## config.mk

```make
export PLATFORM = sky130hd
export DESIGN_NAME = tdc_chain_ctrl
export DESIGN_NICKNAME = d
export VERILOG_FILES = /design/src/rtl/tdc_chain_ctrl.sv
export SDC_FILE = /design/constraint.sdc
export NUM_CORES = 1
export LEC_CHECK = 0
export BUFFER_PORTS_ARGS = -buffer_cell sky130_fd_sc_hd__buf_2
export CORE_MARGIN = 8
export CORE_UTILIZATION = 63
export CTS_BUF_LIST = sky130_fd_sc_hd__clkbuf_4 sky130_fd_sc_hd__clkbuf_8
export CTS_CLUSTER_SIZE = 24
export DETAILED_ROUTE_END_ITERATION = 8
export GPL_TIMING_DRIVEN = 0
export PLACE_DENSITY_LB_ADDON = 0.08
export SLEW_MARGIN = 15
export SYNTH_ARGS = -nofsm -noshare
export SYNTH_HDL_FRONTEND = slang
export SYNTH_SLANG_ARGS = --single-unit
export TNS_END_PERCENT = 1
```

## constraint.sdc

```tcl
create_clock -name clk -period 5.5 [get_ports clk]
set_input_delay 1.1 -clock clk [delete_from_list [all_inputs] [get_ports clk]]
set_output_delay 1.1 -clock clk [all_outputs]
set_load 0.005 [all_outputs]
```

## src/rtl/tdc_chain_ctrl.sv

```systemverilog
// Measurement sequencer for a carry-chain tapped delay line: launches N shots,
// latches and popcounts each tap word, and returns the summed count with error flags.
module tdc_chain_ctrl #(
    parameter int TAPS     = 5,
    parameter int AVG_LOG2 = 3,
    parameter int SETTLE   = 2
) (
    input  logic                              clk,
    input  logic                              rst_n,
    input  logic                              start,
    input  logic                              abort,
    output logic                              busy,
    output logic                              chain_pulse,
    output logic                              chain_latch,
    input  logic [TAPS-1:0]                   chain_dat,
    output logic                              res_valid,
    input  logic                              res_ready,
    output logic [$clog2(TAPS+1)+AVG_LOG2-1:0] res_data,
    output logic                              res_err,
    output logic                              res_sat
);

    localparam int CW     = $clog2(TAPS + 1);
    localparam int AW     = CW + AVG_LOG2;
    localparam int SHOT_W = (AVG_LOG2 > 0) ? AVG_LOG2 : 1;
    localparam int SET_W  = (SETTLE > 1) ? $clog2(SETTLE) : 1;
    localparam int N      = 1 << AVG_LOG2;

    typedef enum logic [2:0] {
        S_IDLE,
        S_LAUNCH,
        S_SETTLE,
        S_LATCH,
        S_CAPTURE,
        S_DONE
    } state_t;

    state_t              state;
    state_t              next_state;
    logic [SET_W-1:0]    settle_cnt;
    logic [SHOT_W-1:0]   shot_cnt;
    logic [AW-1:0]       acc;
    logic                err;
    logic                sat;
    logic                settle_last;
    logic                shot_last;
    logic                handshake;
    logic                new_meas;

    function automatic logic [CW-1:0] popcount(input logic [TAPS-1:0] d);
        logic [CW-1:0] n;
        n = '0;
        for (int i = 0; i < TAPS; i++) begin
            n = n + CW'(d[i]);
        end
        return n;
    endfunction

    // A clean code is 0..01..1; adding one to it yields a single set bit.
    function automatic logic is_thermo(input logic [TAPS-1:0] d);
        logic [TAPS:0] x;
        x = {1'b0, d};
        return ((x & (x + {{TAPS{1'b0}}, 1'b1})) == '0);
    endfunction

    assign settle_last = (settle_cnt == SET_W'(SETTLE - 1));
    assign shot_last   = (shot_cnt == SHOT_W'(N - 1));
    assign handshake   = res_valid && res_ready;
    assign new_meas    = (next_state == S_LAUNCH) && ((state == S_IDLE) || (state == S_DONE));

    // NOTE: every signal assigned in always_comb gets a default first so no latch is inferred.
    always_comb begin
        next_state = state;
        if (abort) begin
            next_state = S_IDLE;
        end else begin
            unique case (state)
                S_IDLE:    if (start) next_state = S_LAUNCH;
                S_LAUNCH:  next_state = S_SETTLE;
                S_SETTLE:  if (settle_last) next_state = S_LATCH;
                S_LATCH:   next_state = S_CAPTURE;
                S_CAPTURE: next_state = shot_last ? S_DONE : S_LAUNCH;
                S_DONE:    if (handshake) next_state = start ? S_LAUNCH : S_IDLE;
                default:   next_state = S_IDLE;
            endcase
        end
    end

    // NOTE: sequential state uses non-blocking assignments so every register sees pre-edge values.
    always_ff @(posedge clk or negedge rst_n) begin
        if (!rst_n) begin
            state       <= S_IDLE;
            busy        <= 1'b0;
            chain_pulse <= 1'b0;
            chain_latch <= 1'b0;
            settle_cnt  <= '0;
            shot_cnt    <= '0;
            acc         <= '0;
            err         <= 1'b0;
            sat         <= 1'b0;
            res_valid   <= 1'b0;
            res_data    <= '0;
            res_err     <= 1'b0;
            res_sat     <= 1'b0;
        end else begin
            state       <= next_state;
            busy        <= (next_state == S_LAUNCH) || (next_state == S_SETTLE) ||
                           (next_state == S_LATCH)  || (next_state == S_CAPTURE);
            chain_pulse <= (next_state == S_LAUNCH);
            chain_latch <= (next_state == S_LATCH);

            if (state == S_SETTLE) begin
                settle_cnt <= settle_cnt + 1'b1;
            end else begin
                settle_cnt <= '0;
            end

            if (new_meas) begin
                acc      <= '0;
                shot_cnt <= '0;
                err      <= 1'b0;
                sat      <= 1'b0;
            end else if ((state == S_CAPTURE) && !abort) begin
                acc <= acc + AW'(popcount(chain_dat));
                err <= err | !is_thermo(chain_dat);
                sat <= sat | (chain_dat == '1);
                if (!shot_last) begin
                    shot_cnt <= shot_cnt + 1'b1;
                end
            end

            // The result registers load on the first DONE cycle and then hold until the next load.
            if (abort) begin
                res_valid <= 1'b0;
            end else if ((state == S_DONE) && !res_valid) begin
                res_valid <= 1'b1;
                res_data  <= acc;
                res_err   <= err;
                res_sat   <= sat;
            end else if (handshake) begin
                res_valid <= 1'b0;
            end
        end
    end

endmodule

```

==> results of run 1 <==
==> state kept, by name (all words and copies together), names as in the netlist, 3 cells and up <==
name / cells
shot_cnt: 3
res_data: 6
state: 3
acc: 6
==> worst register-to-register path, cell delays in order, from the launching register on <==
cell	delay (ps)
dfrtp_1	350
inv_1	70
fa_1	510
inv_1	40
ha_1	200
fa_1	410
a21o_1	190
nand3_1	80
xor2_1	140
a21oi_1	50
==> path summary, 6_finish.rpt <==
kind                       cells past startpoint    endpoint  slack, ps
min in group asynchronous                      1        busy        750
max reg2reg                                    9      acc[4]       3340
max in group asynchronous                      1         sat       4380
max                                           11      acc[4]       2290
min                                            1  settle_cnt        440
min reg2reg                                    1  settle_cnt        440
==> per-stage QoR <==
stage / instance area, sq um / util [%] / setup WS (ps) / cells
2_1_floorplan: 1496 / - / 2185 / 133
3_3_place_gp: 1637 / 73.28 / 1978 / 182
3_5_place_dp: 1637 / 73.28 / 1955 / 182
4_1_cts: 1664 / 74.51 / 2302 / 186
5_1_grt: 1664 / 74.51 / 2160 / 186
6_report: 1664 / 74.51 / 2291 / 186
==> cells in the mapped netlist, types with 2 or more instances <==
master    count  area [sq um]
nor3b_1       2         15.01
o21ai_0       4         20.02
nand3_1       3         15.01
nand2b_1      2         12.51
and3_1        2         12.51
inv_1        11         41.29
dfrtp_1      27         675.7
buf_2         4         20.02
nor3_1        2         10.01
a21oi_1      13         65.06
xor2_1        2         17.52
mux2_1        5         56.30
nand2_1       5         18.77
xnor2_1       4         35.03
fa_1          3         60.06
nor2_1        4         15.01
a41oi_1       2         17.52
ha_1          8         100.1
a22oi_1       2         15.01
buf_6         2         22.52
a21oi_2       4         35.03
mux2i_1       3         30.03
==> metal layers <==
| layer | part of all wire, % | up-vias | GRT usage, % |
|---|---|---|---|
| li1 | - | 513 | - |
| met1 | 46 | 503 | 17.80 |
| met2 | 46 | 25 | 23.48 |
| met3 | 5.7 | 5 | 3.436 |
| met4 | 1.7 | 0 | 5.722 |
| met5 | 0 | - | 0 |
==> area by class of cell <==
| cell class | count | area, sq um |
|---|---|---|
| Sequential cell | 27 | 675.6 |
| Tap cell | 28 | 35.03 |
| Multi-Input combinational cell | 88 | 729.5 |
| Timing Repair Buffer | 21 | 105.1 |
| Clock inverter | 1 | 5.005 |
| Inverter | 11 | 41.29 |
| Fill cell | 171 | 569.3 |
| Buffer | 7 | 50.05 |
| Clock buffer | 3 | 22.52 |
==> power breakdown <==
group	internal [mW]	switching, mW
Combinational	0.0393	0.0550
Clock	0.0273	0.0559
Sequential	0.211	0.00624
==> cell families after synthesis <==
family,count (synthesis),synth area share [%]
simple gates,30,13.46
fa+ha+maj,11,10.70
buf+inv,18,6.104
xor+xnor,6,3.512
flops,27,45.15
mux,9,6.521
compound gates,32,14.55
==> results_dict.tcl, run 1 <==
set metrics [dict create \
    status "finished, final reports clean" \
    synth_cells 133 \
    vias 1046 \
    hp-start "settle_cnt" \
    wl_per_cell_microns 14.22 \
    cts_tree "done" \
    synth-async-reset-ratio_pct 100.0 \
    drt-total-wl_mm 2.645 \
    postCtsSetupBuffers 0 \
    rows 17 \
    cp-end-kind "flip-flop" \
    path_cells "buf_2, fa_1, inv_1, fa_1, inv_1, ha_1, fa_1, a21o_1, nand3_1, xor2_1, a21oi_1" \
    ctsRootBufferMaster "clkbuf_4" \
    ant_nets 0 \
    worst_hold_slack_ps 444.7 \
    max-vdd-ir-drop_v 0.0001566 \
    drtIter0Drc 33 \
    cpMostUsedCell "fa_1" \
    cts-buffers-inserted 3 \
    overflow 0 \
    cap_viol_max_count 0 \
    crit_required_ps 5710 \
    cts_resized 0 \
    worstSetupStartpointType "input pin" \
    total_power_uw 395.0 \
    final_common_cell "dfrtp_1" \
    final_net_count 180 \
    initial_core_util_pct 67.00 \
    hold_violations 0 \
    insertion_delay_ps 320 \
    syn_area_sq_um 1496 \
    clk_path_buf_depth 2 \
    synth_warnings 0 \
    numPortBuffers 21 \
    grt_max_degree 28 \
    htreeDepth 1 \
    place_congestion 0.8178 \
    crit_arrival_ps 3420 \
    detailed_place_hpwl_mm 2.067 \
    clk_pin_slew_worst_paths_ps 140 \
    cp_max_fo 4 \
    firstDrtPassIters 6 \
    grt_pass1_wl_mm 4.905 \
    fin_crit_ps 3209 \
    crit_slowest_cell "fa_1" \
    worstSetupPathType "in -> reg" \
    post-route-period-util_pct 58.35 \
    coreArea_sq_um 2233 \
    chipWidth_microns 64.74 \
    ios 22 \
    synth_edf_count 0 \
    area.growth.synth_to_final_pct 11.20 \
    die_y_microns 64.74 \
    seq_area_frac_synth_pct 45.15 \
    synth_cell_types 41 \
    path_buf_inv 3 \
    viasPerCell 5.624 \
    drc 0 \
    synth_nets 154 \
    grt_pass1_vias 1128 \
    worst_slew_pin_slew_ps 570.4 \
    timing.rr.start "acc[0]" \
    syn_area_per_cell_sq_um 11.25 \
    grtUsageTotal_pct 14.34 \
    slew_headroom_pct 61.97 \
    slew_violations 0 \
    hold_path.class "reg -> reg" \
    grt_setup_unrepaired "false" \
    layout-drive-gt1-share_pct 26.58 \
    powerDensity_nw_per_um2 237.4 \
    antenna_found_initial 0 \
    synth_seq_cells 27 \
    worstSetupStartpoint "chain_dat[0]" \
    setup_viol 0 \
    finalSetupTns_ps 0 \
    antennaDiodeCount 0 \
    max_stage_delay_ps 540 \
    postCtsHoldBufs 0 \
    max_clock_freq_mhz 311.6 \
    crit_family "adder cells" \
    synthFlopType "dfrtp_1" \
    dieArea_sq_um 4191 \
    layout_common_cells "dfrtp_1, buf_2, a21oi_1, inv_1, ha_1" \
    skew_ps 2.766 \
    cts_sinks 27 \
    leakagePower_nw 0.8614 \
]
(Power assumes the default switching activity.)
==> inputs of run 2 (changes only) <==
--- a/config.mk
+++ b/config.mk
@@ -7,7 +7,7 @@
 export LEC_CHECK = 0
 export BUFFER_PORTS_ARGS = -buffer_cell sky130_fd_sc_hd__buf_2
 export CORE_MARGIN = 8
-export CORE_UTILIZATION = 63
+export CORE_UTILIZATION = 58
 export CTS_BUF_LIST = sky130_fd_sc_hd__clkbuf_4 sky130_fd_sc_hd__clkbuf_8
 export CTS_CLUSTER_SIZE = 24
 export DETAILED_ROUTE_END_ITERATION = 8
==> constraint.sdc (replaced) <==
create_clock -name clk -period 3.2 [get_ports clk]
set_input_delay 0.64 -clock clk [delete_from_list [all_inputs] [get_ports clk]]
set_output_delay 0.64 -clock clk [all_outputs]
set_load 0.005 [all_outputs]
==> results_dict.tcl, run 2 (synthesized netlist as in run 1, its figures left out) <==
set metrics [dict create \
    setup_viol 0 \
    rows 18 \
    drt-total-wl_mm 2.741 \
    final_common_cell "dfrtp_1" \
    numPortBuffers 21 \
    power.share.switching_pct 30.61 \
    powerDensity_nw_per_um2 413.2 \
    worst_hold_slack_ps 279.6 \
    internal_power_uw 477.9 \
    coreArea_sq_um 2455 \
    insertion_delay_ps 330 \
    multi_input_area_sq_um 729.5 \
    viasPerCell 5.543 \
    crit_family "adder cells" \
    skew_ps 10.82 \
    grt_pass1_vias 1166 \
    grtUsageTotal_pct 14.39 \
    htreeDepth 1 \
    cts_resized 0 \
    slew_headroom_pct 60.95 \
    grt_max_degree 28 \
    max_clock_freq_mhz 366.3 \
    clk_pin_slew_worst_paths_ps 150 \
    worstSetupStartpointType "input pin" \
    cts-buffers-inserted 3 \
    worst_slew_pin_slew_ps 585.8 \
    drc 0 \
    leakagePower_nw 0.8614 \
    cpMostUsedCell "fa_1" \
    p_switching_uw 210.8 \
    overflow 0 \
    drtIter0Drc 38 \
    clk_path_buf_depth 2 \
    slew_violations 0 \
    hold_path.class "in -> async" \
    grt_setup_unrepaired "false" \
    final_net_count 180 \
    fin_cells 188 \
    ctsRootBufferMaster "clkbuf_4" \
    initial_core_util_pct 60.96 \
    cts_sinks 27 \
    chipWidth_microns 66.80 \
    cp-end-kind "flip-flop" \
    cap_viol_max_count 0 \
    antennaDiodeCount 0 \
    layout_common_cells "dfrtp_1, buf_2, a21oi_1, inv_1, ha_1" \
    fin_crit_ps 2730 \
    post-route-util_pct 67.89 \
    postCtsHoldBufs 0 \
    cp_max_fo 4 \
    wl_per_cell_microns 14.58 \
    regArea_sq_um 675.6 \
    power.share.combinational_pct 23.7 \
    die_y_microns 66.80 \
    finalSetupTns_ps 0 \
    crit_required_ps 3430 \
    ios 22 \
    hold_violations 0 \
    dieArea_sq_um 4462 \
    largest_registers "acc: 6 flops, res_data: 6 flops" \
    clock_power_share_pct 22.1 \
    status "finished, final reports clean" \
    postCtsSetupBuffers 0 \
    post-route-period-util_pct 85.32 \
    max-vdd-ir-drop_v 0.0002902 \
    nFillCells 217 \
    sequentialPowerShare_pct 54.2 \
    layout-drive-gt1-share_pct 26.58 \
    grt_pass1_wl_mm 4.981 \
    place_congestion 0.8939 \
    area.growth.synth_to_final_pct 11.37 \
    crit_slowest_cell "fa_1" \
    max_stage_delay_ps 530 \
    placedCellCount 184 \
    antenna_found_initial 0 \
    firstDrtPassIters 4 \
    worstSetupPathType "in -> reg" \
    crit_arrival_ps 2960 \
    ant_nets 0 \
    detailed_place_hpwl_mm 2.124 \
    cts_tree "done" \
    vias 1042 \
    path_buf_inv 3 \
    path_cells "buf_2, fa_1, inv_1, fa_1, inv_1, ha_1, fa_1, a21o_1, nand3_1, xor2_1, a21oi_1" \
]
## run 2: cell counts in the layout (fill, tap and decap cells not counted)
Identical to the previous run, type by type.
## run 2: power groups by stage
stage,Sequential [mW],Clock (mW),Combinational [mW]
2_1_floorplan,0.381,0,0.111
3_3_place_gp,0.380,0,0.156
3_5_place_dp,0.381,0,0.163
4_1_cts,0.374,0.155,0.165
5_1_grt,0.377,0.173,0.186
6_report,0.373,0.152,0.163
## run 2: metal layers
metal | vias to the layer above | GRT usage, % | part of all wire (%)
met4 | 0 | 7.467 | 1.3
met5 | - | 0 | 0
met1 | 499 | 16.40 | 43
li1 | 517 | - | -
met2 | 22 | 24.61 | 50
met3 | 4 | 3.020 | 5.8
## run 2: per-stage QoR
stage,area [sq um],worst slack [ps],power [mW]
after floorplan,1496,344.6,0.4918
after global placement,1639,131.5,0.5366
after detailed placement,1639,104.3,0.5439
after CTS,1667,468.0,0.6933
after global routing,1667,354.1,0.7352
final,1667,469.9,0.6887
## run 2: path summary, 6_finish.rpt
| kind | startpoint | end | slack, ps | depth (start not counted) |
|---|---|---|---|---|
| max | chain_dat[0] | acc[4] | 470 | 11 |
| min | rst_n | res_err | 280 | 1 |
| max reg2reg | acc[0] | acc[4] | 1040 | 9 |
| min reg2reg | settle_cnt | settle_cnt | 440 | 1 |
| max in group asynchronous | rst_n | state[1] | 2530 | 1 |
| min in group clk | settle_cnt | settle_cnt | 440 | 1 |
## run 2: final cells by class
type                    count  share of cell area, %
repair buffers             21                  6.306
flip-flops and latches     27                  40.54
inverters                  11                  2.477
clock inverters             1                 0.3003
plain buffers               7                  3.003
clock buffers               3                  1.351
well taps                  30                  2.252
multi-input cells          88                  43.77
==> inputs of run 3 (changes only) <==
--- a/config.mk
+++ b/config.mk
@@ -5,9 +5,10 @@
 export SDC_FILE = /design/constraint.sdc
 export NUM_CORES = 1
 export LEC_CHECK = 0
-export BUFFER_PORTS_ARGS = -buffer_cell sky130_fd_sc_hd__buf_2
+export ABC_AREA = 1
+export BUFFER_PORTS_ARGS = -buffer_cell sky130_fd_sc_hd__buf_4
 export CORE_MARGIN = 8
-export CORE_UTILIZATION = 58
+export CORE_UTILIZATION = 59
 export CTS_BUF_LIST = sky130_fd_sc_hd__clkbuf_4 sky130_fd_sc_hd__clkbuf_8
 export CTS_CLUSTER_SIZE = 24
 export DETAILED_ROUTE_END_ITERATION = 8
==> results_dict.tcl, run 3 <==
set metrics [dict create \
    max_clock_freq_mhz 359.8 \
    synth_most_common_cell "nand2_1" \
    fin_crit_ps 2779 \
    ant_nets 0 \
    grtUsageTotal_pct 14.59 \
    synth_common_cells "nand2_1, inv_1, dfrtp_1, nand3_1, o21ai_0" \
    viasPerCell 5.114 \
    syn_area_sq_um 1549 \
    initial_core_util_pct 62.53 \
    crit_slowest_cell "fa_1" \
    seq_area_frac_synth_pct 43.62 \
    skew_ps 2.923 \
    place_congestion 0.8519 \
    area.growth.synth_to_final_pct 14.54 \
    placedCellCount 232 \
    chipWidth_microns 67.24 \
    worstSetupStartpointType "input pin" \
    synth_cells 181 \
    vias 1207 \
    synth.top_cell.area_share_pct 43.62 \
    dieArea_sq_um 4521 \
    synth_cell_types 29 \
    syn_area_per_cell_sq_um 8.558 \
    wl_per_cell_microns 12.29 \
    postCtsHoldBufs 0 \
    final_common_cell "nand2_1" \
    slew_headroom_pct 77.18 \
    firstDrtPassIters 4 \
    drt-total-wl_mm 2.901 \
    grt_pass1_vias 1202 \
    regToRegEndpoint "acc[2]" \
    clk_path_buf_depth 2 \
    post-route-period-util_pct 86.85 \
    ys_top_cells_by_area "dfrtp_1, nand2_1, inv_1" \
    setup_viol 0 \
    rows 18 \
    coreArea_sq_um 2477 \
    timing.rr.start "acc[0]" \
    layout-drive-gt1-share_pct 21.36 \
    hold_path.class "in -> async" \
    cp_max_fo 4 \
    antennaDiodeCount 0 \
    cts_resized 0 \
    hold_violations 0 \
    fin_cells 236 \
    final_net_count 228 \
    grt_max_degree 28 \
    cts-buffers-inserted 3 \
    ctsRootBufferMaster "clkbuf_4" \
    numPortBuffers 21 \
    worstSetupPathType "in -> reg" \
    synth_nets 202 \
    crit_arrival_ps 3010 \
    synth-async-reset-ratio_pct 100.0 \
    crit_family "adder cells" \
    reg2reg_slack_ps 1000 \
    r2r_cells 10 \
    crit_required_ps 3430 \
    max-vdd-ir-drop_v 0.0002779 \
    cap_viol_max_count 0 \
    leakagePower_nw 1.042 \
    htreeDepth 1 \
    yosysTopAreaCell "dfrtp_1" \
    overflow 0 \
    cts_sinks 27 \
    ios 22 \
    drc 0 \
    layout_common_cells "nand2_1, inv_1, dfrtp_1, buf_4, nand3_1" \
    cts_tree "done" \
    synth_warnings 0 \
    die_y_microns 67.24 \
    slew_violations 0 \
    path_cells "buf_4, fa_1, inv_1, fa_1, inv_1, ha_1, fa_1, or2_2, nand3_1, o21ai_0, nand2_1, inv_1" \
    largest_registers "acc: 6 flops, res_data: 6 flops" \
    status "finished, final reports clean" \
    postCtsSetupBuffers 0 \
    powerDensity_nw_per_um2 373.2 \
    path_buf_inv 4 \
    synth_seq_cells 27 \
    synth_edf_count 0 \
    detailed_place_hpwl_mm 2.259 \
    worst_slew_pin_slew_ps 342.4 \
    finalSetupTns_ps 0 \
    grt_pass1_wl_mm 5.230 \
    grt_setup_unrepaired "false" \
    antenna_found_initial 0 \
    drtIter0Drc 47 \
    clk_pin_slew_worst_paths_ps 140 \
    cp-end-kind "flip-flop" \
    synthFlopType "dfrtp_1" \
    insertion_delay_ps 320 \
    max_stage_delay_ps 530 \
]
## run 3: changes by cell type after synthesis, sizes merged, moves of 5 or more
cell and change:
mux2 -5, a21oi -17, inv +25, nand2 +51, nand3 +13, o21ai +6
## run 3: cells by family (layout without fill, tap and decap cells)
kind of cell | after synthesis | after routing | synth area share, %
AND/OR/NAND/NOR | 83 | 83 | 26.82
buffers and inverters | 41 | 66 | 11.31
flip-flops | 27 | 27 | 43.62
AO/OA/AOI/OAI | 15 | 15 | 5.493
adder cells (fa/ha/maj) | 11 | 11 | 10.34
XOR/XNOR | 3 | 3 | 1.697
multiplexers | 1 | 1 | 0.7269
## run 3: layer usage
metal  routed length [microns]  track usage [%]  share of wire (%)
met5                         0                0                  0
met4                        18            4.700               0.62
met3                       121            2.980                4.2
met2                      1556            26.16                 54
met1                      1204            17.00                 42
## run 3: metrics by stage
stage / util (%) / area, sq um / hold slack [ps] / setup WS, ps / power [mW]
after CTS: 71.62 / 1774 / 206.4 / 415.2 / 0.6720
final: 71.62 / 1774 / 201.6 / 420.8 / 0.6620
after detailed placement: 70.40 / 1744 / 427.9 / 71.47 / 0.5158
after global placement: 70.40 / 1744 / 423.3 / 95.41 / 0.5077
after floorplan: - / 1549 / 344.4 / 315.9 / 0.4624
after global routing: 71.62 / 1774 / 207.1 / 353.5 / 0.7081
## run 3: worst register-to-register path, delay by kind of cell, from the launching register on
kind,cells,cell delay (ps)
flops,1,350
buf+inv,3,160
compound gates,1,80
simple gates,3,430
fa+ha+maj,3,1120
## run 3: worst max-delay path by stage
| stage | cells past startpoint | slack (ps) | start | endpoint |
|---|---|---|---|---|
| 3_5_place_dp | 12 | 70 | chain_dat[0] | acc[2] |
| 2_1_floorplan | 11 | 320 | chain_dat[0] | acc[2] |
| 3_3_place_gp | 12 | 100 | chain_dat[0] | acc[2] |
| 6_report | 12 | 420 | chain_dat[0] | acc[2] |
| 4_1_cts | 12 | 420 | chain_dat[0] | acc[2] |
| 5_1_grt | 12 | 350 | chain_dat[0] | acc[2] |
## run 3: cell type report
type                    instances  area (sq um)
flip-flops and latches         27         675.6
repair buffers                 21         157.7
inverters                      38         147.6
fillers                       203         703.2
well taps                      30         37.54
plain buffers                   3         27.53
multi-input cells             113         698.2
clock buffers                   4         30.03
## run 3: power breakdown
| part | leakage, nW | switching [mW] | total, mW | internal (mW) |
|---|---|---|---|---|
| registers | 0.369 | 0.0139 | 0.374 | 0.360 |
| logic | 0.654 | 0.0753 | 0.133 | 0.0578 |
| clock network | 0.0184 | 0.0975 | 0.155 | 0.0572 |
| total | 1.04 | 0.187 | 0.662 | 0.475 |
